## src/rtl/overlay_mixer.sv

```systemverilog
// overlay_mixer
//   Merges a font-ROM dot stream with incoming video into full-colour output
//   pixels. Supports pass/opaque/transparent/inverse overlay modes, text blink
//   and a cursor cell, and keeps the legacy overlay-on "com" strobe.
//   Video, pixel qualifier and cursor flag are delayed DOT_DLY cycles so they
//   line up with the dot coming back from the font ROM.
// Ports
//   clk, rst      system clock, synchronous active-high reset
//   frame_start   one-cycle pulse per frame: loads shadow config, advances blink
//   pixel_en      active-video qualifier (aligned with video_in)
//   video_in      underlying video pixel
//   cursor_hit    pixel lies inside the cursor cell (aligned with video_in)
//   dot           font dot, DOT_DLY cycles after its pixel
//   mode          00 pass, 01 opaque, 10 transparent, 11 inverse (shadowed)
//   fg_color      text colour (shadowed)
//   bg_color      background colour (shadowed)
//   blink_en      hide text during blink-off phase (shadowed)
//   pix_out       registered mixed pixel
//   pix_valid     pix_out belongs to an active pixel
//   com           registered overlay-on strobe, polarity set by COM_ACTIVE_LOW
module overlay_mixer #(
   parameter int PIX_W          = 24,
   parameter int DOT_DLY        = 2,
   parameter int BLINK_FRAMES   = 30,
   parameter int COM_ACTIVE_LOW = 1
) (
   input  logic             clk,
   input  logic             rst,
   input  logic             frame_start,
   input  logic             pixel_en,
   input  logic [PIX_W-1:0] video_in,
   input  logic             cursor_hit,
   input  logic             dot,
   input  logic [1:0]       mode,
   input  logic [PIX_W-1:0] fg_color,
   input  logic [PIX_W-1:0] bg_color,
   input  logic             blink_en,
   output logic [PIX_W-1:0] pix_out,
   output logic             pix_valid,
   output logic             com
);

   localparam int   BCW     = $clog2(BLINK_FRAMES) + 1;
   localparam logic COM_OFF = (COM_ACTIVE_LOW != 0);

   logic [1:0]       sh_mode;
   logic [PIX_W-1:0] sh_fg;
   logic [PIX_W-1:0] sh_bg;
   logic             sh_blink_en;
   logic [BCW-1:0]   blink_cnt;
   logic             blink_ph;

   logic             dl_en;
   logic [PIX_W-1:0] dl_v;
   logic             dl_c;

   // Alignment delay line; DOT_DLY=0 means the dot arrives with its pixel.
   if (DOT_DLY == 0) begin : g_no_dly
      assign dl_en = pixel_en;
      assign dl_v  = video_in;
      assign dl_c  = cursor_hit;
   end else begin : g_dly
      logic             en_pipe [DOT_DLY];
      logic [PIX_W-1:0] v_pipe  [DOT_DLY];
      logic             c_pipe  [DOT_DLY];

      always_ff @(posedge clk) begin
         if (rst) begin
            for (int i = 0; i < DOT_DLY; i++) begin
               en_pipe[i] <= 1'b0;
               v_pipe[i]  <= '0;
               c_pipe[i]  <= 1'b0;
            end
         end else begin
            en_pipe[0] <= pixel_en;
            v_pipe[0]  <= video_in;
            c_pipe[0]  <= cursor_hit;
            for (int i = 1; i < DOT_DLY; i++) begin
               en_pipe[i] <= en_pipe[i-1];
               v_pipe[i]  <= v_pipe[i-1];
               c_pipe[i]  <= c_pipe[i-1];
            end
         end
      end

      assign dl_en = en_pipe[DOT_DLY-1];
      assign dl_v  = v_pipe[DOT_DLY-1];
      assign dl_c  = c_pipe[DOT_DLY-1];
   end

   // Shadow config and blink phase change only at frame boundaries, so a
   // frame is always drawn with one consistent set of settings.
   always_ff @(posedge clk) begin
      if (rst) begin
         sh_mode     <= 2'b00;
         sh_fg       <= '0;
         sh_bg       <= '0;
         sh_blink_en <= 1'b0;
         blink_cnt   <= '0;
         blink_ph    <= 1'b0;
      end else if (frame_start) begin
         sh_mode     <= mode;
         sh_fg       <= fg_color;
         sh_bg       <= bg_color;
         sh_blink_en <= blink_en;
         if (blink_cnt == BCW'(BLINK_FRAMES - 1)) begin
            blink_cnt <= '0;
            blink_ph  <= ~blink_ph;
         end else begin
            blink_cnt <= blink_cnt + 1'b1;
         end
      end
   end

   logic             d_eff;
   logic [PIX_W-1:0] mix_pix;
   logic             mix_on;

   always_comb begin
      d_eff   = dot & ~(sh_blink_en & blink_ph);
      mix_pix = dl_v;
      mix_on  = 1'b0;
      case (sh_mode)
         2'b01: begin
            mix_pix = d_eff ? sh_fg : sh_bg;
            mix_on  = d_eff;
         end
         2'b10: begin
            mix_pix = d_eff ? sh_fg : dl_v;
            mix_on  = d_eff;
         end
         2'b11: begin
            mix_pix = d_eff ? sh_bg : sh_fg;
            mix_on  = ~d_eff;
         end
         default: begin
            mix_pix = dl_v;
            mix_on  = 1'b0;
         end
      endcase
      // Cursor inverts the mixed pixel, and blinks with the text phase.
      if (dl_c && !blink_ph && (sh_mode != 2'b00)) begin
         mix_pix = ~mix_pix;
         mix_on  = ~mix_on;
      end
      if (!dl_en) begin
         mix_pix = '0;
         mix_on  = 1'b0;
      end
   end

   always_ff @(posedge clk) begin
      if (rst) begin
         pix_out   <= '0;
         pix_valid <= 1'b0;
         com       <= COM_OFF;
      end else begin
         pix_out   <= mix_pix;
         pix_valid <= dl_en;
         com       <= mix_on ^ COM_OFF;
      end
   end

endmodule

```

## config.mk

```make
export PLATFORM = sky130hd
export DESIGN_NAME = overlay_mixer
export DESIGN_NICKNAME = d
export VERILOG_FILES = /design/src/rtl/overlay_mixer.sv
export SDC_FILE = /design/constraint.sdc
export NUM_CORES = 1
export LEC_CHECK = 0
export BUFFER_PORTS_ARGS = -buffer_cell sky130_fd_sc_hd__buf_2
export CAP_MARGIN = 15
export CORE_ASPECT_RATIO = 1.1
export CORE_MARGIN = 3
export CORE_UTILIZATION = 45
export CTS_BUF_LIST = sky130_fd_sc_hd__clkbuf_8
export CTS_CLUSTER_DIAMETER = 40
export DETAILED_ROUTE_END_ITERATION = 8
export HOLD_SLACK_MARGIN = 0.02
export PLACE_DENSITY = 0.77
export RECOVER_POWER = 25
export SLEW_MARGIN = 20
export SYNTH_ARGS = -nofsm -noshare
export SYNTH_HDL_FRONTEND = slang
export SYNTH_SLANG_ARGS = --single-unit
```

## constraint.sdc

```tcl
create_clock -name clk -period 3.6 [get_ports clk]
set_input_delay 0.72 -clock clk [delete_from_list [all_inputs] [get_ports clk]]
set_output_delay 0.72 -clock clk [all_outputs]
set_load 0.02 [all_outputs]
```

=== Word level (Yosys, flattened, before mapping) ===
Memories as Yosys holds them, arrays and structs flattened.
Index checks and enable logic that the tools add are counted.

* Memories: 3
* RAM bits: 52
* Bits in registers: 84
* Input port bits: 81

* Equality and inequality tests: 4
* Add/subtract/negate cells: 1
* Bitwise operators: 15
* Reduce and logical (&&, ||, !) cells: 7
* Muxes and demuxes: 18

{| class="wikitable"
|+ Memories
! memory !! words !! bits a word !! rd ports !! clocked after Yosys merged registers in !! wr ports !! RTL line !! text
|-
| g_dly.v_pipe || 2 || 24 || 2 || 0 || 2 || 64 || <nowiki>logic [PIX_W-1:0] v_pipe [DOT_DLY];</nowiki>
|-
| g_dly.c_pipe || 2 || 1 || 2 || 0 || 2 || 65 || <nowiki>logic c_pipe [DOT_DLY];</nowiki>
|-
| g_dly.en_pipe || 2 || 1 || 2 || 0 || 2 || 63 || <nowiki>logic en_pipe [DOT_DLY];</nowiki>
|}

{| class="wikitable"
|+ Operators with widths
! kind !! count
|-
| $mux 24 || 6
|-
| $pmux 24 s3 || 1
|-
| $not 24->24 || 1
|-
| $mux 1 || 9
|-
| $add 6x1->6 const B || 1
|-
| $eq 6x5->1 const B || 1
|-
| $mux 6 || 1
|-
| $not 1->1 || 6
|-
| $or 1x1->1 || 6
|-
| $eq 2x2->1 const B || 2
|-
| $reduce_or 2->1 || 2
|-
| $and 1x1->1 || 2
|-
| $eq 2x1->1 const B || 1
|-
| $logic_and 1x1->1 || 2
|-
| $pmux 1 s2 || 1
|-
| $reduce_and 2->1 || 1
|-
| $reduce_bool 2->1 || 1
|-
| $logic_not 1->1 || 1
|}

=== Depth between registers and ports, before layout ===
Gate-level depths: netlist of run 1.

* Depth after elaboration: 9
* Depth in mapped cells: 8

=== Worst setup path after synthesis of run 1 ===
Ideal clock, no wire load.

* Path type: input to register
* From: input dot
* To: register pix_out[10]
* Data arrival time: 1843 ps
* Setup time: 122 ps
* Stages on the path: 6
* Slack: 1635 ps
* Required time: 3478 ps
* Cells stage by stage: a21bo_1 > mux2_4 > buf_6 > a22o_1 > a22oi_1 > o21ai_1

* Word-level cells in the longest chain between the ends: 5

{| class="wikitable"
|+ RTL lines
! what !! RTL line !! text
|-
| start: declaration || 33 || <nowiki>input logic dot,</nowiki>
|-
| $and 1x1->1 * || 120 || <nowiki>d_eff = dot & ~(sh_blink_en & blink_ph);</nowiki>
|-
| $mux 24, on equally long branches || 133, 125, 129 ||
|-
| $pmux 24 s3 * || 123 || <nowiki>case (sh_mode)</nowiki>
|-
| $not 24->24 || 143 || <nowiki>mix_pix = ~mix_pix;</nowiki>
|-
| $mux 24 * || 142 || <nowiki>if (dl_c && !blink_ph && (sh_mode != 2'b00)) begin</nowiki>
|-
| end signal: assignment || 158 || <nowiki>pix_out <= mix_pix;</nowiki>
|-
| end: declaration || 38 || <nowiki>output logic [PIX_W-1:0] pix_out,</nowiki>
|}

Every way passes the cells marked *; elsewhere a longest branch is shown, timed or not.
A chain may end at the register's enable or synchronous reset.

==> flow_results.org, run 1 <==
** Floorplan
- Num ports :: 107
- The core region is 0.0106 mm2.
- Die boundary height :: 116 um
- Starting density of the core :: 47.0%
- Die outline area :: 0.0124 mm2
- Chip width :: 106 um
- Row generation in the floorplan step produced 39 rows.

** GRT
- Number of global-route vias before repair :: 3636
- First-pass GRT wire length :: 17.6 mm
- The number of antenna violations at the first check in global routing was 0.
- GR met1 Demand/Resource :: 21.0%
- Met3 capacity usage during global routing :: 6.47%
- Maximum number of pins on one net before global-route repair :: 106
- Met2 GRT Util :: 31.6%
- All-layer global routing usage :: 18.5%
- The total overflow left after global routing is 0.
- Most Used Layer, Global Route :: met2

** Synthesis
- The biggest area contributor in the post-synthesis netlist is sky130_fd_sc_hd__dfxtp_1.
- Sequential cells were found to cover 54.7% of the synthesized design area.
- The cell area that synthesis handed to floorplanning was 0.00498 mm2.
- Of all flip-flops after synthesis, the portion carrying an async set or reset was 0%.
- Cells after Synth :: 466
- Largest cells by area after synthesis :: sky130_fd_sc_hd__dfxtp_1 55%, sky130_fd_sc_hd__mux2i_1 11%, sky130_fd_sc_hd__nor2b_1 6.8%, sky130_fd_sc_hd__nor2_1 4.7%, sky130_fd_sc_hd__a21o_1 3.5%
- Sorting the synthesized cells by how often they occur yields 136 x sky130_fd_sc_hd__dfxtp_1, 62 x sky130_fd_sc_hd__nor2_1, 54 x sky130_fd_sc_hd__nor2b_1.
- Among all flip-flop cells after synthesis, the most frequent one is sky130_fd_sc_hd__dfxtp_1.
- Number of warnings issued by yosys :: 0
- The netlist uses 33 different library cells.
- The number of nets handed over by synthesis was 553.
- Area share of the largest cell type after synthesis :: 54.7%
- In the post-synthesis netlist, the cell with the most instances is sky130_fd_sc_hd__dfxtp_1.
- In this run the mean area of a mapped cell was 10.7 um2.
- Number of enable flip-flop cells after synthesis :: 0
- Synthesis inferred 136 register bits.

** Timing
- Adding up every negative setup slack in the final design gives 0 ns.
- After layout, the minimum clock period comes to 2.53 ns.
- For the pin with the worst max-slew slack, the measured transition is 1.99 ns.
- Final Cycle Share :: 70.2%
- Number of slew-limit violations in the final report :: 106
- Clock Skews :: 0.0132 ns
- Static timing analysis puts the maximum clock frequency at 0.396 GHz.
- Hold is met by 0.431 ns.
- Headroom to the max-slew limit :: -32.8%
- Number of hold-slack violations in the final timing report :: 0
- Setup violations remaining at the end of the flow were counted as 0.
- Unrepaired setup endpoints after global routing :: false

** Critical path
- On the worst path, the slowest cell contributes a delay of 1.01 ns.
- STA classifies the critical path startpoint as a primary input.
- Critical path's top delay family :: buffers and inverters
- STA classifies the critical path endpoint as a flip-flop.
- Buffers & Inverters on Critical Path :: 2
- Reg-to-reg slack, setup :: 1.23 ns
- The critical path is of the primary input to flip-flop type.
- Cell-by-cell trace of the critical path :: clkbuf_4, clkbuf_2, or2_2, a211oi_1
- Req. time, crit path :: 3.95 ns
- Cell with the biggest individual delay on the critical path :: sky130_fd_sc_hd__clkbuf_2
- Critical path peak fanout :: 105
- Data arrival time of the worst path :: 2.87 ns

** Pwr
- In this run the power density over the cells is 498 mW/mm2.
- Total chip power :: 2.97 mW
- Net switching is 24.2% of the power.
- The internal portion of the total power is 2.25 mW.
- Combinational cell fraction of total power :: 7.7%
- VDD sags by at most 0.000217 V.
- Summed over all nets, the switching power comes to 0.719 mW.
- The clock network is responsible for 38.2% of the overall power.
- Sequential cells burn 54.1% of the power.
- Static power due to leakage :: 2.64 nW

** Place
- Routability-driven placement finished with a final weighted congestion of 0.837.
- After detailed placement, the design holds a cell count of 690.
- Input and output buffers added on the ports amount to 106.
- HPWL after detailed placement :: 7.65 mm

** Run status
- The checks that failed: max-capacitance violations, max-slew violations.
- Outcome :: finished, violations left

** Clock tree
- Buffers inserted to repair hold after CTS numbered 0.
- Clock H-tree levels :: 4
- Root Buffer Master :: sky130_fd_sc_hd__clkbuf_8
- After clock tree synthesis, the clock-pin slew on the worst setup and hold paths is 0.07 ns.
- Post-CTS timing repair inserted 0 buffers for setup.
- Counting every sink on the clock net gives 136.
- At the later pin of the worst-skew pair, clock insertion delay measures 0.43 ns.
- The number of clock buffers added by TritonCTS is 17.
- The longest clock path from root to sink contains 2 buffers.
- TritonCTS built the clock tree.
- Post-CTS repair changed the size of 0 cells.

** Final layout
- The number of antenna diodes in the final layout is 0.
- Post-route core utilization :: 56.2%
- The net count of the finished layout is 653.
- Relative to the synthesized area, the layout overhead comes to 19.7%.
- Layout cell share with drive strength beyond 1 :: 28.0%
- After filler insertion, the fill cell instance count of the layout stands at 949.
- Area of the multi-input gates :: 0.00209 mm2
- The sequential cells in the finished layout cover a total of 0.00272 mm2.
- Excluding fillers, the count of instances in the completed layout stands at 721.

** Detailed routing
- Remaining antenna violation count after routing :: 0
- DRC :: 0
- Number of detailed-route iterations in the first pass :: 5
- Vias per inst :: 5.10
- In the final routed layout, each cell accounts on average for 15.4 um.
- Detailed Route Iter0 Violations :: 173
- Wire length reported by the detailed router :: 11.1 mm
- Overall via count from detail_route :: 3678

** Flow run
- Max-capacitance violation count :: 1

** Worst hold path
- Type of the tightest min-delay check :: flip-flop to flip-flop
-- layout by cell type (no fill, tap or decap), types with 2 or more instances in the layout --
cell                         instances
sky130_fd_sc_hd__dfxtp_1           136
sky130_fd_sc_hd__buf_2             105
sky130_fd_sc_hd__nor2_1             61
sky130_fd_sc_hd__nor2b_1            53
sky130_fd_sc_hd__mux2i_1            52
sky130_fd_sc_hd__a21o_1             23
sky130_fd_sc_hd__o21ai_1            20
sky130_fd_sc_hd__a22o_1             19
sky130_fd_sc_hd__clkbuf_8           19
sky130_fd_sc_hd__a22oi_1            16
sky130_fd_sc_hd__a22oi_2             8
sky130_fd_sc_hd__ha_1                6
sky130_fd_sc_hd__clkinvlp_4          6
sky130_fd_sc_hd__inv_1               5
sky130_fd_sc_hd__nand2_1             5
sky130_fd_sc_hd__buf_4               5
sky130_fd_sc_hd__xnor2_1             4
sky130_fd_sc_hd__o21ai_0             4
sky130_fd_sc_hd__a22o_2              4
sky130_fd_sc_hd__clkinv_2            4
sky130_fd_sc_hd__xor2_1              3
sky130_fd_sc_hd__nand4_1             2
-- power groups by stage --
stage | clock network (mW) | registers, mW | logic (mW)
floorplan | 0 | 1.63 | 0.147
global placement | 0 | 1.64 | 0.220
detailed placement | 0 | 1.64 | 0.227
CTS | 1.16 | 1.61 | 0.229
global route | 1.23 | 1.61 | 0.252
finish | 1.14 | 1.61 | 0.228
-- layer usage --
metal  vias up  wire, um
met4         0       285
met2       126      5380
met5         -         0
li1       1801         -
met3        20       772
met1      1731      4630
-- state kept, by name, indices dropped and copies added, names as in the netlist --
name / flops
sh_blink_en: 1
pix_valid: 1
sh_fg: 24
blink_cnt: 6
g_dly.en_pipe: 2
g_dly.v_pipe: 48
com: 1
blink_ph: 1
g_dly.c_pipe: 2
pix_out: 24
sh_mode: 2
sh_bg: 24
-- area by class of cell --
type,instances,area share [%]
clock buffers,19,4.39
inverters,5,0.315
well taps,143,3.00
flip-flops and latches,136,45.7
clock inverters,12,1.74
multi-input cells,294,35.2
repair buffers,112,9.66
-- cells by family (layout without fill, tap and decap cells) --
kind of cell / after synthesis / count (layout) / synth area share (%)
buf+inv: 36 / 148 / 3.37
compound gates: 100 / 100 / 15.5
simple gates: 127 / 127 / 12.7
flops: 136 / 136 / 54.7
xor+xnor: 7 / 7 / 1.23
mux: 54 / 54 / 11.0
fa+ha+maj: 6 / 6 / 1.51
-- metrics by stage --
step / cell area, um2 / setup slack, ns
after CTS: 5960 / 1.20
after global routing: 5960 / 0.852
after detailed placement: 5590 / 1.19
after floorplan: 4980 / 1.64
after global placement: 5590 / 1.21
final: 5960 / 1.07
-- worst paths after layout --
check        cells after the start               start                 end
max                              4                 rst        blink_cnt[1]
min                              1  g_dly.c_pipe[0][0]  g_dly.c_pipe[0][1]
max reg2reg                      6          sh_mode[0]         pix_out[23]
min reg2reg                      1  g_dly.c_pipe[0][0]  g_dly.c_pipe[0][1]
Note: power is estimated with default switching activity, not from simulation.
==> inputs of run 2 (changes only) <==
- clock period: 3.6 -> 2.6 ns (I/O delays scaled with it)
==> run 2 against run 1 <==
Compared with the run above: the run now ends clean; global-route usage grew 0.38 points; non-clock buffer count increased by 3; critical path type is now flip-flop to flip-flop; clock power grew 65%; total power grew 49%; final cell count grew 0.55%; clock skew fell by 0.0022 ns; register-to-register slack got worse by 0.72 ns; critical path depth increased by 4.
==> flow_results.org, run 2 (synthesis gave the netlist of run 1 again) <==
** Run status
- Outcome :: finished, final reports clean

** Final layout
- The flip-flop count of the largest register, all copies and words added came to 48 (unchanged).
- Layout overhead on the synthesized area :: 21.7%
- Antenna diode count :: 0 (unchanged)
- The layout net count is 656 (+0.46%).
- The library cell used most frequently in the layout, excluding fill and tap cells, is sky130_fd_sc_hd__dfxtp_1.
- Top library cells by usage in the layout, fill and taps aside :: 136 x sky130_fd_sc_hd__dfxtp_1, 105 x sky130_fd_sc_hd__buf_2, 61 x sky130_fd_sc_hd__nor2_1
- Layout cell share with drive strength beyond 1 :: 28.4% (+0.32 points)
- g_dly.v_pipe holds more flip-flops than any other register.

** Pwr
- Max rail drop VDD :: 0.000457 V (+110%)
- Power density of the placed cells :: 730 mW/mm2 (+46%)
- The static leakage was 2.71 nW (+2.6%).

** Critical path
- CP endpoint kind :: flip-flop
- The setup path with the least slack is of type flip-flop to flip-flop.
- Data arrival time of the worst path :: 2.41 ns (-0.46 ns)
- STA classifies the critical path startpoint as a flip-flop.
- The depth of the worst register-to-register path came to 8 (+2).
- Req. time, crit path :: 2.92 ns (-1.03 ns)
- Critical path peak fanout :: 23 (-78%)

** Clock tree
- The clock sink count was 136 (unchanged).
- The tree is rooted in a sky130_fd_sc_hd__clkbuf_8.
- The total clock buffers created by CTS came to 17 (unchanged).
- The clock edge transition at the registers on the reported setup and hold paths came to 0.08 ns (about the same).
- Maximum clock path buffer count :: 2 (unchanged)
- Clock insertion delay at the later pin of the skew report :: 0.44 ns (about the same)
- Quantity of gates resized following cts :: 0 (unchanged)
- Number of hold buffers added after CTS :: 0 (unchanged)
- The H-tree level count came to 4 (unchanged).
- Buffer count from post-CTS setup fixing :: 0 (unchanged)
- TritonCTS built the clock tree.

** Timing
- The actual slew at the worst max-slew pin was 1.02 ns (-0.977 ns).
- For the finished layout, the period the worst path requires is 2.09 ns.
- Setup repair after global routing left no endpoint under its margin.
- Final TNS setup :: 0 ns (unchanged)
- Based on the critical path, the design can be clocked at up to 0.479 GHz.
- Final Cycle Share :: 80.2%
- The count of final setup violators was 0 (unchanged).
- The post-route worst hold slack is 0.283 ns (-0.148 ns).
- The count of pins over their slew limit came to 0 (-100%).
- Number of hold-slack violations in the final timing report :: 0 (unchanged)
- Headroom to the max-slew limit :: 32.3% (+65 points)
- Clock Skews :: 0.0110 ns (-0.00220 ns)

** GRT
- Number of antenna violations at the first check in global routing :: 0 (unchanged)
- First-pass GRT wire length :: 17.8 mm (+1.3%)
- All-layer global routing usage :: 18.9% (+0.38 points)
- The via count of the first global-routing pass was 3622 (-0.39%).
- Maximum number of pins on one net before global-route repair :: 106 (unchanged)
- The residual overflow from global routing is 0 (unchanged).

** Floorplan
- Die outline area :: 0.0124 mm2 (unchanged)
- Starting density of the core :: 47.0% (unchanged)
- Die boundary height :: 116 um (unchanged)
- Area of the core :: 0.0106 mm2 (unchanged)
- Num ports :: 107 (unchanged)
- Chip width :: 106 um (unchanged)
- Rows :: 39 (unchanged)

** Detailed routing
- The vias after detailed routing is 3666 (-0.33%).
- Detailed Route Iter0 Violations :: 161 (-6.9%)
- The detailed-route DRC error count was 0 (unchanged).
- Number of detailed-route iterations in the first pass :: 5 (unchanged)
- The detail-routed net length per standard cell was 15.4 um (+0.15%).
- Remaining antenna violation count after routing :: 0 (unchanged)
- The final wirelength is 11.1 mm (+0.70%).
- The number of vias per cell after detailed routing came to 5.06 (-0.88%).

** Place
- Port Buffer Count :: 106 (unchanged)
- The placed wire-length estimate after detailed placement was 7.74 mm (+1.1%).
- Final weighted congestion in routability-driven placement :: 0.865 (+3.4%)

** Flow run
- Max-capacitance violation count :: 0 (-1)

** Worst hold path
- In this run the worst hold path is classified as primary input to flip-flop.
- Hold-critical path depth :: 2 (+1)
==> run 2: cell count changes in the layout (fill, tap and decap cells not counted), sizes merged <==
| cell | before | now |
|---|---|---|
| clkinvlp | 6 | 1 |
| buf | 110 | 114 |
| bufinv | 1 | 4 |
| clkinv | 5 | 7 |
| clkbuf | 21 | 20 |
| inv | 5 | 6 |
==> run 2: critical path: stages (launching register included) <==
cell                       delay [ns]
sky130_fd_sc_hd__dfxtp_1         0.40
sky130_fd_sc_hd__inv_1           0.08
sky130_fd_sc_hd__ha_1            0.27
sky130_fd_sc_hd__nor3b_1         0.35
sky130_fd_sc_hd__nand2b_1        0.25
sky130_fd_sc_hd__nor2b_2         0.06
sky130_fd_sc_hd__buf_4           0.23
sky130_fd_sc_hd__a22oi_1         0.23
sky130_fd_sc_hd__o21ai_0         0.10
==> run 2: layout make-up <==
cell class	instances	area, um2
multi-input combinational	294	2090
inverter	5	18.8
fill	930	4530
clock inverter	13	178
sequential	136	2720
tap	143	179
clock buffer	19	262
timing repair buffer	115	601
==> run 2: path summary, 6_finish.rpt <==
check / startpoint / end / slack, ns
setup reg to reg: sh_mode[0] / pix_out[23] / 0.51
hold reg to reg: g_dly.v_pipe[0][15] / g_dly.v_pipe[0][39] / 0.44
hold / removal: video_in[4] / g_dly.v_pipe[0][4] / 0.28
setup / recovery: sh_mode[0] / pix_out[23] / 0.51
==> run 2: where the power goes <==
| group | leakage, nW | internal (mW) | switching (mW) |
|---|---|---|---|
| combinational | 1.37 | 0.149 | 0.166 |
| clock | 0.227 | 1.09 | 0.789 |
| sequential | 1.12 | 2.17 | 0.0502 |
==> run 2: through the flow <==
stage | worst slack (ns) | power (mW) | std cells | cell area [um2] | utilization [%]
after detailed placement | 0.514 | 2.59 | 693 | 5620 | 53.0
after CTS | 0.509 | 4.46 | 725 | 6050 | 57.2
final | 0.514 | 4.42 | 725 | 6050 | 57.2
after global routing | 0.292 | 4.60 | 725 | 6050 | 57.2
after floorplan | 0.835 | 2.46 | 466 | 4980 | -
after global placement | 0.615 | 2.57 | 693 | 5620 | 53.0
==> run 2: layer usage <==
layer	track usage, %	vias up	share of wire [%]
met1	22.3	1713	43
met3	6.25	20	6.5
met4	9.33	0	1.9
met5	0	-	0
li1	-	1805	-
met2	31.1	128	48
==> inputs of run 3 (changes only) <==
- PLACE_DENSITY: 0.77 -> 0.8
- clock period: 2.6 -> 1.8 ns (I/O delays scaled with it)
==> run 3 against run 2 <==
Compared with the run above: die area did not move; utilization rose by 0.84 points; critical path depth did not move; clock skew fell by 0.0015 ns; critical endpoint is now pix_out[15]; largest cell class unchanged.
==> flow_results.org, run 3 (synthesis gave the netlist of run 1 again) <==
** Final layout
- Most frequent standard cell in the layout excluding fill and tap cells :: sky130_fd_sc_hd__dfxtp_1
- The count of antenna diodes in the layout is 0 (unchanged).
- Max reg flops :: 48 (unchanged)
- The fraction of the core area covered by cells at the end of the flow is 58.0% (+0.84 points).
- Register containing the most flip-flops in the final layout :: g_dly.v_pipe
- The layout net count was 664 (+1.2%).
- Final std cell area, no fill :: 0.00614 mm2 (+1.5%)
- The final standard cell count with taps included and fillers excluded is 732 (+0.97%).
- The library cells used most frequently in the layout, excluding fill and tap cells, are 134 x sky130_fd_sc_hd__dfxtp_1, 106 x sky130_fd_sc_hd__buf_2, 60 x sky130_fd_sc_hd__nor2_1.
- Layout overhead on the synthesized area :: 23.5%
- The fraction of final layout cells sized beyond drive strength 1 was 30.4% (+2.0 points).

** Timing
- The setup TNS is 0 ns (unchanged).
- The actual slew at the worst max-slew pin came to 1.34 ns (+0.321 ns).
- The final critical-path share of the clock period was 95.6% (+15 points).
- Slack of the critical path :: 0.0786 ns (-0.436 ns)
- Headroom to the max-slew limit :: 10.9% (-21 points)
- Final setup violation count :: 0 (unchanged)
- The upper clock frequency limit came to 0.581 GHz (+21%).
- Clock Skews :: 0.00947 ns (-0.00150 ns)
- Shortest period the worst path allows :: 1.72 ns (-0.364 ns)
- Number of slew-limit violations in the final report :: 0 (unchanged)
- Number of hold-slack violations in the final timing report :: 0 (unchanged)
- The post-route worst hold slack came to 0.139 ns (-0.143 ns).

** Place
- The cell count after placement was 700 (+1.0%).
- The global placer's final weighted congestion came to 0.832 (-3.9%).
- Post-Place Setup Slack :: -0.0537 ns (-0.568 ns)
- Port Buffer Count :: 106 (unchanged)
- The placed wire-length estimate after detailed placement was 8.02 mm (+3.6%).
- Post-place instance area :: 0.00572 mm2 (+1.8%)

** Floorplan
- The count of standard-cell rows was 39 (unchanged).
- Area of the core :: 0.0106 mm2 (unchanged)
- The initial cell density of the core was 47.0% (unchanged).
- Die outline area :: 0.0124 mm2 (unchanged)
- The number of top-level pins came to 107 (unchanged).
- The vertical die dimension was 116 um (unchanged).
- Chip width :: 106 um (unchanged)

** Clock tree
- The clock edge transition at the registers on the reported setup and hold paths came to 0.08 ns (about the same).
- The clock sink count came to 136 (unchanged).
- The H-tree level count was 4 (unchanged).
- The clock network latency to the later pin of the worst-skew pair is 0.42 ns (-0.02 ns).
- Buffer count from post-CTS setup fixing :: 0 (unchanged)
- The total clock buffers created by CTS was 17 (unchanged).
- Root Buffer Master :: sky130_fd_sc_hd__clkbuf_8
- Clock tree from TritonCTS :: yes
- Number of hold buffers added after CTS :: 0 (unchanged)
- Maximum clock path buffer count :: 2 (unchanged)

** Detailed routing
- Avg WL per Cell :: 16.1 um (+5.0%)
- Number of detailed-route iterations in the first pass :: 4 (-1)
- Detailed Route Iter0 Violations :: 159 (-1.2%)
- The number of vias per cell after detailed routing was 5.09 (+0.69%).
- Wire length reported by the detailed router :: 11.8 mm (+6.0%)
- The residual antenna-violating net count after detailed routing is 0 (unchanged).
- DRC :: 0 (unchanged)
- Overall via count from detail_route :: 3727 (+1.7%)

** Critical path
- The worst register-to-register path ends at pix_out[15].
- Reg-to-Reg Start :: sh_mode[1]
- Critical path's top delay family :: compound AO/OA/AOI/OAI gates
- Critical path peak fanout :: 10 (-57%)
- Traced cell by cell, the critical path runs through inv_1, ha_2, nor2_2, mux2i_4, buf_4, a22o_1, a22oi_1, o21ai_1.
- The depth of the worst register-to-register path was 8 (unchanged).
- Nature of the critical path startpoint :: flip-flop
- The maximum cell stage delay along the critical path was 0.36 ns (-0.04 ns).
- Data arrival time of the worst path :: 2.03 ns (-0.38 ns)
- Buffers & Inverters on Critical Path :: 2 (unchanged)
- Cell with the biggest individual delay on the critical path :: sky130_fd_sc_hd__dfxtp_2
- Reg-to-reg slack, setup :: 0.08 ns (-0.44 ns)
- The worst setup path is of the flip-flop to flip-flop kind.
- The required time reported for the critical path endpoint was 2.11 ns (-0.81 ns).
- STA classifies the critical path endpoint as a flip-flop.

** GRT
- The residual overflow from global routing came to 0 (unchanged).
- Maximum number of pins on one net before global-route repair :: 79 (-25%)
- First-pass GRT wire length :: 18.7 mm (+4.8%)
- All-layer global routing usage :: 19.4% (+0.56 points)
- Number of global-route vias before repair :: 3802 (+5.0%)
- Number of antenna violations at the first check in global routing :: 0 (unchanged)

** Worst hold path
- The path with the worst hold slack has its endpoint at g_dly.v_pipe[0][8].
- Type of the tightest min-delay check :: primary input to flip-flop
- Hold-critical path depth :: 2 (unchanged)
- The worst hold path begins at video_in[8].

** Pwr
- The static leakage is 2.72 nW (about the same).
- Net switching share of the total power :: 24.6% (+1.9 points)
- Cell-internal power :: 4.61 mW (+35%)
- The maximum ir drop on the vdd rail was 0.000650 V (+42%).
- The power density over the cells is 996 mW/mm2 (+36%).
- The power spent charging and discharging nets is 1.51 mW (+50%).
- Clk network pwr share :: 39.3% (-3.2 points)
- The sequential share of power was 52.5% (+2.1 points).
- Combinational cell fraction of total power :: 8.1% (+1.0 points)
- Total chip power :: 6.12 mW (+38%)

** Run status
- The flow ran to the end, and the final reports show no timing, DRC or antenna violations.

** Flow run
- The max-cap violation count was 0 (unchanged).
[run 3: cell count changes in the layout (fill, tap and decap cells not counted), moves of 3 or more]
| cell | change |
|---|---|
| sky130_fd_sc_hd__ha_2 | +3 |
| sky130_fd_sc_hd__buf_12 | +4 |
| sky130_fd_sc_hd__ha_1 | -3 |
| sky130_fd_sc_hd__clkbuf_1 | +3 |
| sky130_fd_sc_hd__clkinvlp_4 | +3 |
[run 3: routing by layer]
layer	global-route usage [%]	share of wire, %	up-vias	wire [um]
li1	-	-	1829	-
met1	22.9	41	1734	4890
met2	34.5	51	154	6010
met3	5.25	6.9	10	815
met4	6.39	0.90	0	106
met5	0	0	-	0
[run 3: layout make-up]
class / count / area (um2)
fillers: 937 / 4450
flip-flops and latches: 136 / 2730
multi-input cells: 295 / 2140
repair buffers: 122 / 693
clock buffers: 17 / 234
well taps: 143 / 179
clock inverters: 14 / 153
inverters: 5 / 18.8
[run 3: power groups by stage]
stage                     Combinational, mW  Clock (mW)  Sequential, mW
after floorplan                       0.294           0            3.26
after global placement                0.467           0            3.28
after detailed placement              0.485           0            3.28
after CTS                             0.490        2.45            3.21
after global routing                  0.548        2.61            3.23
final                                 0.498        2.41            3.21
[run 3: repair_timing]
item / 4_1_cts / 5_1_grt
endpoints found under the setup margin: 23 / 24
gates cloned: 0 / 1
pin swaps: 0 / 2
gates resized for setup: 3 / 9
[run 3: worst max path at each step]
stage,from,to,cells past startpoint
2_1_floorplan,sh_mode[0],pix_out[12],8
3_3_place_gp,dot,pix_out[1],6
3_5_place_dp,sh_mode[0],pix_out[23],8
4_1_cts,sh_mode[1],pix_out[1],6
5_1_grt,sh_mode[0],pix_out[9],8
6_report,sh_mode[1],pix_out[15],8
[run 3: worst reg2reg max path, delay by kind of cell, from the launching register on]
kind	cells	cell delay, ns
compound gates	3	0.45
buf+inv	2	0.27
flops	1	0.36
mux	1	0.12
fa+ha+maj	1	0.22
simple gates	1	0.18
